**src/rtl/instr_fetch_unit.sv**
```systemverilog
`default_nettype none
//------------------------------------------------------------------------------
// Module      : instr_fetch_unit
// Description : Sequential PC generator with a pipelined instruction-memory read
//               port, a small in-order instruction buffer and redirect/flush.
//               Optional macro IFU_COMPRESSED_CHECK_EN adds instr_illegal.
// Revision    : 1.0 - initial release
//------------------------------------------------------------------------------
module instr_fetch_unit #(
    parameter int              XLEN      = 32,
    parameter logic [XLEN-1:0] RESET_PC  = '0,
    parameter int              BUF_DEPTH = 2
) (
    input  logic            clk,
    input  logic            rst,
    output logic            imem_req_valid,
    input  logic            imem_req_ready,
    output logic [XLEN-1:0] imem_req_addr,
    input  logic            imem_resp_valid,
    input  logic [XLEN-1:0] imem_resp_data,
    input  logic            redirect_valid,
    input  logic [XLEN-1:0] redirect_pc,
    output logic            instr_valid,
    input  logic            instr_ready,
    output logic [XLEN-1:0] instr_data,
    output logic [XLEN-1:0] instr_pc,
`ifdef IFU_COMPRESSED_CHECK_EN
    output logic [6:0]      instr_opcode,
    output logic            instr_illegal
`else
    output logic [6:0]      instr_opcode
`endif
);

    localparam int                 c_PTR_W = $clog2(BUF_DEPTH);
    localparam int                 c_CNT_W = c_PTR_W + 1;
    localparam logic [c_CNT_W:0]   c_DEPTH = (c_CNT_W + 1)'(BUF_DEPTH);
    localparam logic [c_CNT_W-1:0] c_FULL  = c_CNT_W'(BUF_DEPTH);
    localparam logic [c_CNT_W-1:0] c_ONE   = c_CNT_W'(1);
    localparam logic [XLEN-1:0]    c_WORD  = XLEN'(4);

    logic [XLEN-1:0]    r_fetch_pc;
    logic [XLEN-1:0]    r_resp_pc;
    logic [c_CNT_W-1:0] r_outstanding;
    logic [c_CNT_W-1:0] r_drop_cnt;
    logic [c_CNT_W-1:0] r_count;
    logic [c_PTR_W-1:0] r_wr_ptr;
    logic [c_PTR_W-1:0] r_rd_ptr;
    logic [XLEN-1:0]    r_buf_data [BUF_DEPTH];
    logic [XLEN-1:0]    r_buf_pc   [BUF_DEPTH];

    logic               w_credit_ok;
    logic               w_req_fire;
    logic               w_resp_drop;
    logic               w_push;
    logic               w_pop;
    logic [XLEN-1:0]    w_redirect_pc;
    logic [c_CNT_W-1:0] w_out_nxt;
    logic [c_CNT_W-1:0] w_drop_nxt;
    logic [c_CNT_W-1:0] w_count_nxt;
    logic               w_unused;

    // Credit: reads in flight plus buffered words never exceed the buffer size.
    assign w_credit_ok    = ({1'b0, r_outstanding} + {1'b0, r_count}) < c_DEPTH;
    assign imem_req_valid = !rst && !redirect_valid && w_credit_ok;
    assign imem_req_addr  = r_fetch_pc;
    assign w_req_fire     = imem_req_valid && imem_req_ready;

    assign w_resp_drop    = imem_resp_valid && (r_drop_cnt != '0);
    assign w_push         = imem_resp_valid && !w_resp_drop && !redirect_valid;
    assign w_pop          = instr_valid && instr_ready && !redirect_valid;
    assign w_redirect_pc  = {redirect_pc[XLEN-1:2], 2'b00};
    assign w_unused       = ^redirect_pc[1:0];

    assign instr_valid  = (r_count != '0);
    assign instr_data   = r_buf_data[r_rd_ptr];
    assign instr_pc     = r_buf_pc[r_rd_ptr];
    assign instr_opcode = instr_data[6:0];
`ifdef IFU_COMPRESSED_CHECK_EN
    assign instr_illegal = instr_valid && (instr_data[1:0] != 2'b11);
`endif

    always_comb begin
        w_out_nxt   = r_outstanding;
        w_drop_nxt  = r_drop_cnt;
        w_count_nxt = r_count;

        if (w_req_fire) begin
            w_out_nxt = w_out_nxt + c_ONE;
        end
        if (imem_resp_valid) begin
            w_out_nxt = w_out_nxt - c_ONE;
        end

        // outstanding already covers reads marked for drop, so after a redirect
        // everything still in flight (minus this cycle's response) is discarded.
        if (redirect_valid) begin
            w_drop_nxt = imem_resp_valid ? (r_outstanding - c_ONE) : r_outstanding;
        end else if (w_resp_drop) begin
            w_drop_nxt = r_drop_cnt - c_ONE;
        end

        if (redirect_valid) begin
            w_count_nxt = '0;
        end else begin
            if (w_push) begin
                w_count_nxt = w_count_nxt + c_ONE;
            end
            if (w_pop) begin
                w_count_nxt = w_count_nxt - c_ONE;
            end
        end
    end

    always_ff @(posedge clk) begin
        if (rst) begin
            r_fetch_pc    <= RESET_PC;
            r_resp_pc     <= RESET_PC;
            r_outstanding <= '0;
            r_drop_cnt    <= '0;
            r_count       <= '0;
            r_wr_ptr      <= '0;
            r_rd_ptr      <= '0;
        end else begin
            r_outstanding <= w_out_nxt;
            r_drop_cnt    <= w_drop_nxt;
            r_count       <= w_count_nxt;

            if (redirect_valid) begin
                r_fetch_pc <= w_redirect_pc;
                r_resp_pc  <= w_redirect_pc;
                r_wr_ptr   <= '0;
                r_rd_ptr   <= '0;
            end else begin
                if (w_req_fire) begin
                    r_fetch_pc <= r_fetch_pc + c_WORD;
                end
                if (w_push) begin
                    r_resp_pc <= r_resp_pc + c_WORD;
                    r_wr_ptr  <= r_wr_ptr + 1'b1;
                end
                if (w_pop) begin
                    r_rd_ptr <= r_rd_ptr + 1'b1;
                end
            end

            assert (!(imem_resp_valid && (r_outstanding == '0)));
            assert (!(w_push && !w_pop && (r_count == c_FULL)));
        end
    end

    // Storage carries no reset; validity lives entirely in r_count.
    always_ff @(posedge clk) begin
        if (w_push) begin
            r_buf_data[r_wr_ptr] <= imem_resp_data;
            r_buf_pc[r_wr_ptr]   <= r_resp_pc;
        end
    end

endmodule
`default_nettype wire

```
**config.mk**
```make
export PLATFORM = sky130hd
export DESIGN_NAME = instr_fetch_unit
export DESIGN_NICKNAME = d
export VERILOG_FILES = /design/src/rtl/instr_fetch_unit.sv
export SDC_FILE = /design/constraint.sdc
export NUM_CORES = 1
export LEC_CHECK = 0
export CAP_MARGIN = 20
export CORE_MARGIN = 1.5
export CORE_UTILIZATION = 50
export DETAILED_ROUTE_END_ITERATION = 16
export PLACE_DENSITY = 0.84
export SETUP_SLACK_MARGIN = 0.05
export SLEW_MARGIN = 20
export SYNTH_ARGS = -nofsm -noshare
export SYNTH_HDL_FRONTEND = slang
export SYNTH_SLANG_ARGS = --single-unit
```
**constraint.sdc**
```tcl
create_clock -name clk -period 7.4 [get_ports clk]
set_clock_uncertainty 0.05 [all_clocks]
set_input_delay 1.48 -clock clk [delete_from_list [all_inputs] [get_ports clk]]
set_output_delay 1.48 -clock clk [all_outputs]
set_load 0.02 [all_outputs]
```
==> impl_metrics.csv <==
group,metric,value,unit
status,outcome,"complete, no violations",
placed_design,dpl-instance-area,0.0101,mm²
critical_path,max_stage_delay,0.64,ns
floorplanning,start_util,51.7,%
yosys,ys_async_sr_fraction,0,%
clock_tree,cts_root_buf,"clkbuf_16",
routing,drc,0,
floorplanning,die_w,132,µm
yosys,synth_cell_type_count,50,
routing,first_pass_iters,5,
timing,setup_viol,0,
final_layout,design_area,0.0107,mm²
final_layout,antennaDiodeCount,0,
power_and_ir_drop,power.leakage,3.59,nW
critical_path,crit_chain,"clkdlybuf4s50_1 > buf_4 > or2_2 > nor3_1 > clkdlybuf4s50_1",
floorplanning,coreArea,0.0161,mm²
placed_design,port_buffers,168,
final_layout,filler_cell_count,1130,
floorplanning,io_pins,175,
placed_design,dp_cells,984,
power_and_ir_drop,p_per_area,227,mW/mm²
yosys,yosysTopAreaCellShare,44.9,%
critical_path,critPathSlowestCell,"clkdlybuf4s50_1",
critical_path,worst-r2r-cell-count,7,
yosys,ys_seq_area_share,61.5,%
critical_path,rrSetupSlack,4.55,ns
floorplanning,fp.dieH,132,µm
yosys,synthTopCellsByArea,"edfxtp_1, dfxtp_1, mux2_2",
routing,vias,5705,
timing,setup_tns,0,ns
final_layout,syn2layout_area_growth,28.7,%
power_and_ir_drop,peakVddDrop,0.000170,V
clock_tree,cts_tree,"done",
min_path,min_path_type,"register to register",
global_route,grt_pass1_vias,5595,
timing,hold_viol_final,0,
final_layout,multi_input_area,0.00296,mm²
floorplanning,dieArea,0.0174,mm²
flow_run,max-cap-violations,0,
yosys,synth.largest_area_cell,"edfxtp_1",
final_layout,layout-drive-gt1-share,15.3,%
yosys,postSynthCellCount,633,
timing,post-route-period-util,66.3,%
yosys,synth_top_flop_cell,"edfxtp_1",
timing,max_clock_freq,0.204,GHz
routing,routed_wl,18700,µm
floorplanning,row_count,46,
timing,period_needed,4.91,ns
global_route,overflow,0,
critical_path,setup.worst_path.start_class,"primary input",
critical_path,crit_buf_inv,3,
critical_path,criticalPathCategory,"primary input to primary output",
clock_tree,hold_buffers,0,
routing,drtIter0Drc,460,
clock_tree,cts_made_buffers,17,
critical_path,crit_arrival,3.38,ns
yosys,synth_seq_cells,193,
final_layout,regArea,0.00511,mm²
global_route,grtUsageTotal,21.8,%
placed_design,dp.final_hpwl,12800,µm
clock_tree,cts_setup_buffers,0,
critical_path,path_max_fanout,24,
clock_tree,cts_resized,0,
clock_tree,cts_buffer_depth,2,
critical_path,worstPathRequired,5.87,ns
timing,worst_slew_pin_slew,0.936,ns
yosys,ys_warn_count,0,
global_route,grt_pass1_wl,29700,µm
routing,via_per_inst,5.62,
routing,routedWlPerCell,18.4,µm
timing,final_max_slew_viol_count,0,
critical_path,end_kind,"primary output",
final_layout,layout.cells.non_filler,1016,
final_layout,final_nets,862,
yosys,synth_enable_flop_cells,124,
global_route,grt_start_max_net_pins,88,
clock_tree,cts_num_sinks,193,
timing,grt_setup_unrepaired,"no",
clock_tree,htreeDepth,4,
timing,relSlewSlack,37.6,%
clock_tree,clk_latency,0.42,ns
clock_tree,clkTransAtPathRegs,0.07,ns
final_layout,final_common_cell,"clkdlybuf4s50_1",
placed_design,gp_congestion,0.909,
critical_path,cp.depth,5,
critical_path,cpMostUsedCell,"clkdlybuf4s50_1",
min_path,hold_depth,0,
routing,ant_nets,0,
global_route,antenna_found_initial,0,
timing,holdWs,0.455,ns
critical_path,cp_top_family,"buffers and inverters",
yosys,netlist_area,0.00830,mm²
yosys,synth_area_per_cell,13.1,µm²
final_layout,mostFrequentLayoutCells,"clkdlybuf4s50_1, edfxtp_1, dfxtp_1",
## synth_stat cells (15+ instances only)
cell type and instances:
nor2_1 23, edfxtp_1 124, and3_1 17, xor2_1 26
nand4_1 19, a21boi_0 18, xnor2_1 33, nand3_1 21
mux2_2 62, dfxtp_1 69, o21a_1 19, nand2_1 25
clkbuf_1 22, a21oi_1 15
## worst paths after layout
check,endpoint,start
worst max-delay path,imem_req_valid,redirect_valid
worst min-delay path,r_buf_pc[0][12],r_resp_pc[12]
worst max register to register,imem_req_addr[13],r_outstanding[0]
worst min register to register,r_buf_pc[0][12],r_resp_pc[12]
## kinds of logic after synthesis
group / Yosys count / synth area share, %
DFF: 193 / 61.5
and+or+nand+nor: 159 / 11.2
AOI/OAI and AO/OA: 99 / 8.32
muxes: 64 / 8.80
xor gates and xnor gates: 59 / 6.22
buffers and inverters: 53 / 3.10
adders and majority gates: 5 / 0.844
other: 1 / 0.0452
## flip-flops by register name (all words and copies together), names as in the netlist, named ones only
signal / flops
imem_req_addr: 30
r_wr_ptr: 1
r_drop_cnt: 2
r_buf_pc: 60
r_resp_pc: 30
r_outstanding: 2
r_count: 2
r_buf_data: 64
r_rd_ptr: 1
## power breakdown
part	internal, mW	leakage [nW]	switching [mW]
logic	0.145	1.59	0.147
registers	1.20	1.71	0.0439
clock network	0.505	0.283	0.384
total	1.85	3.59	0.574
## per-stage QoR
step	worst slack [ns]	power, mW	util, %
floorplan	0.618	1.42	-
detailed placement	2.52	1.55	62.9
CTS	2.50	2.44	66.5
global route	2.41	2.50	66.5
global placement	2.47	1.54	62.9
finish	2.49	2.42	66.5
## layer usage
metal | part of all wire (%) | global-route usage, % | up-vias
met4 | 1.8 | 7.59 | 0
met3 | 7.5 | 5.04 | 28
met2 | 46 | 34.5 | 263
li1 | - | - | 2649
met1 | 44 | 29.7 | 2765
met5 | 0 | 0 | -
## final cells by class
type,instances,share of cell area [%]
Timing Repair Buffer,174,16.2
Tap cell,216,2.53
Multi-Input combinational cell,390,27.7
Clock buffer,22,4.54
Clock inverter,10,0.925
Inverter,11,0.386
Sequential cell,193,47.8
## worst register-to-register path: cells and delay by family (launching register included)
family	cells	cell delay, ns
adders and majority gates	1	0.46
and+or+nand+nor	5	1.69
DFF	1	0.40
AOI/OAI and AO/OA	1	0.18
Power figures use the tool's default switching activity.
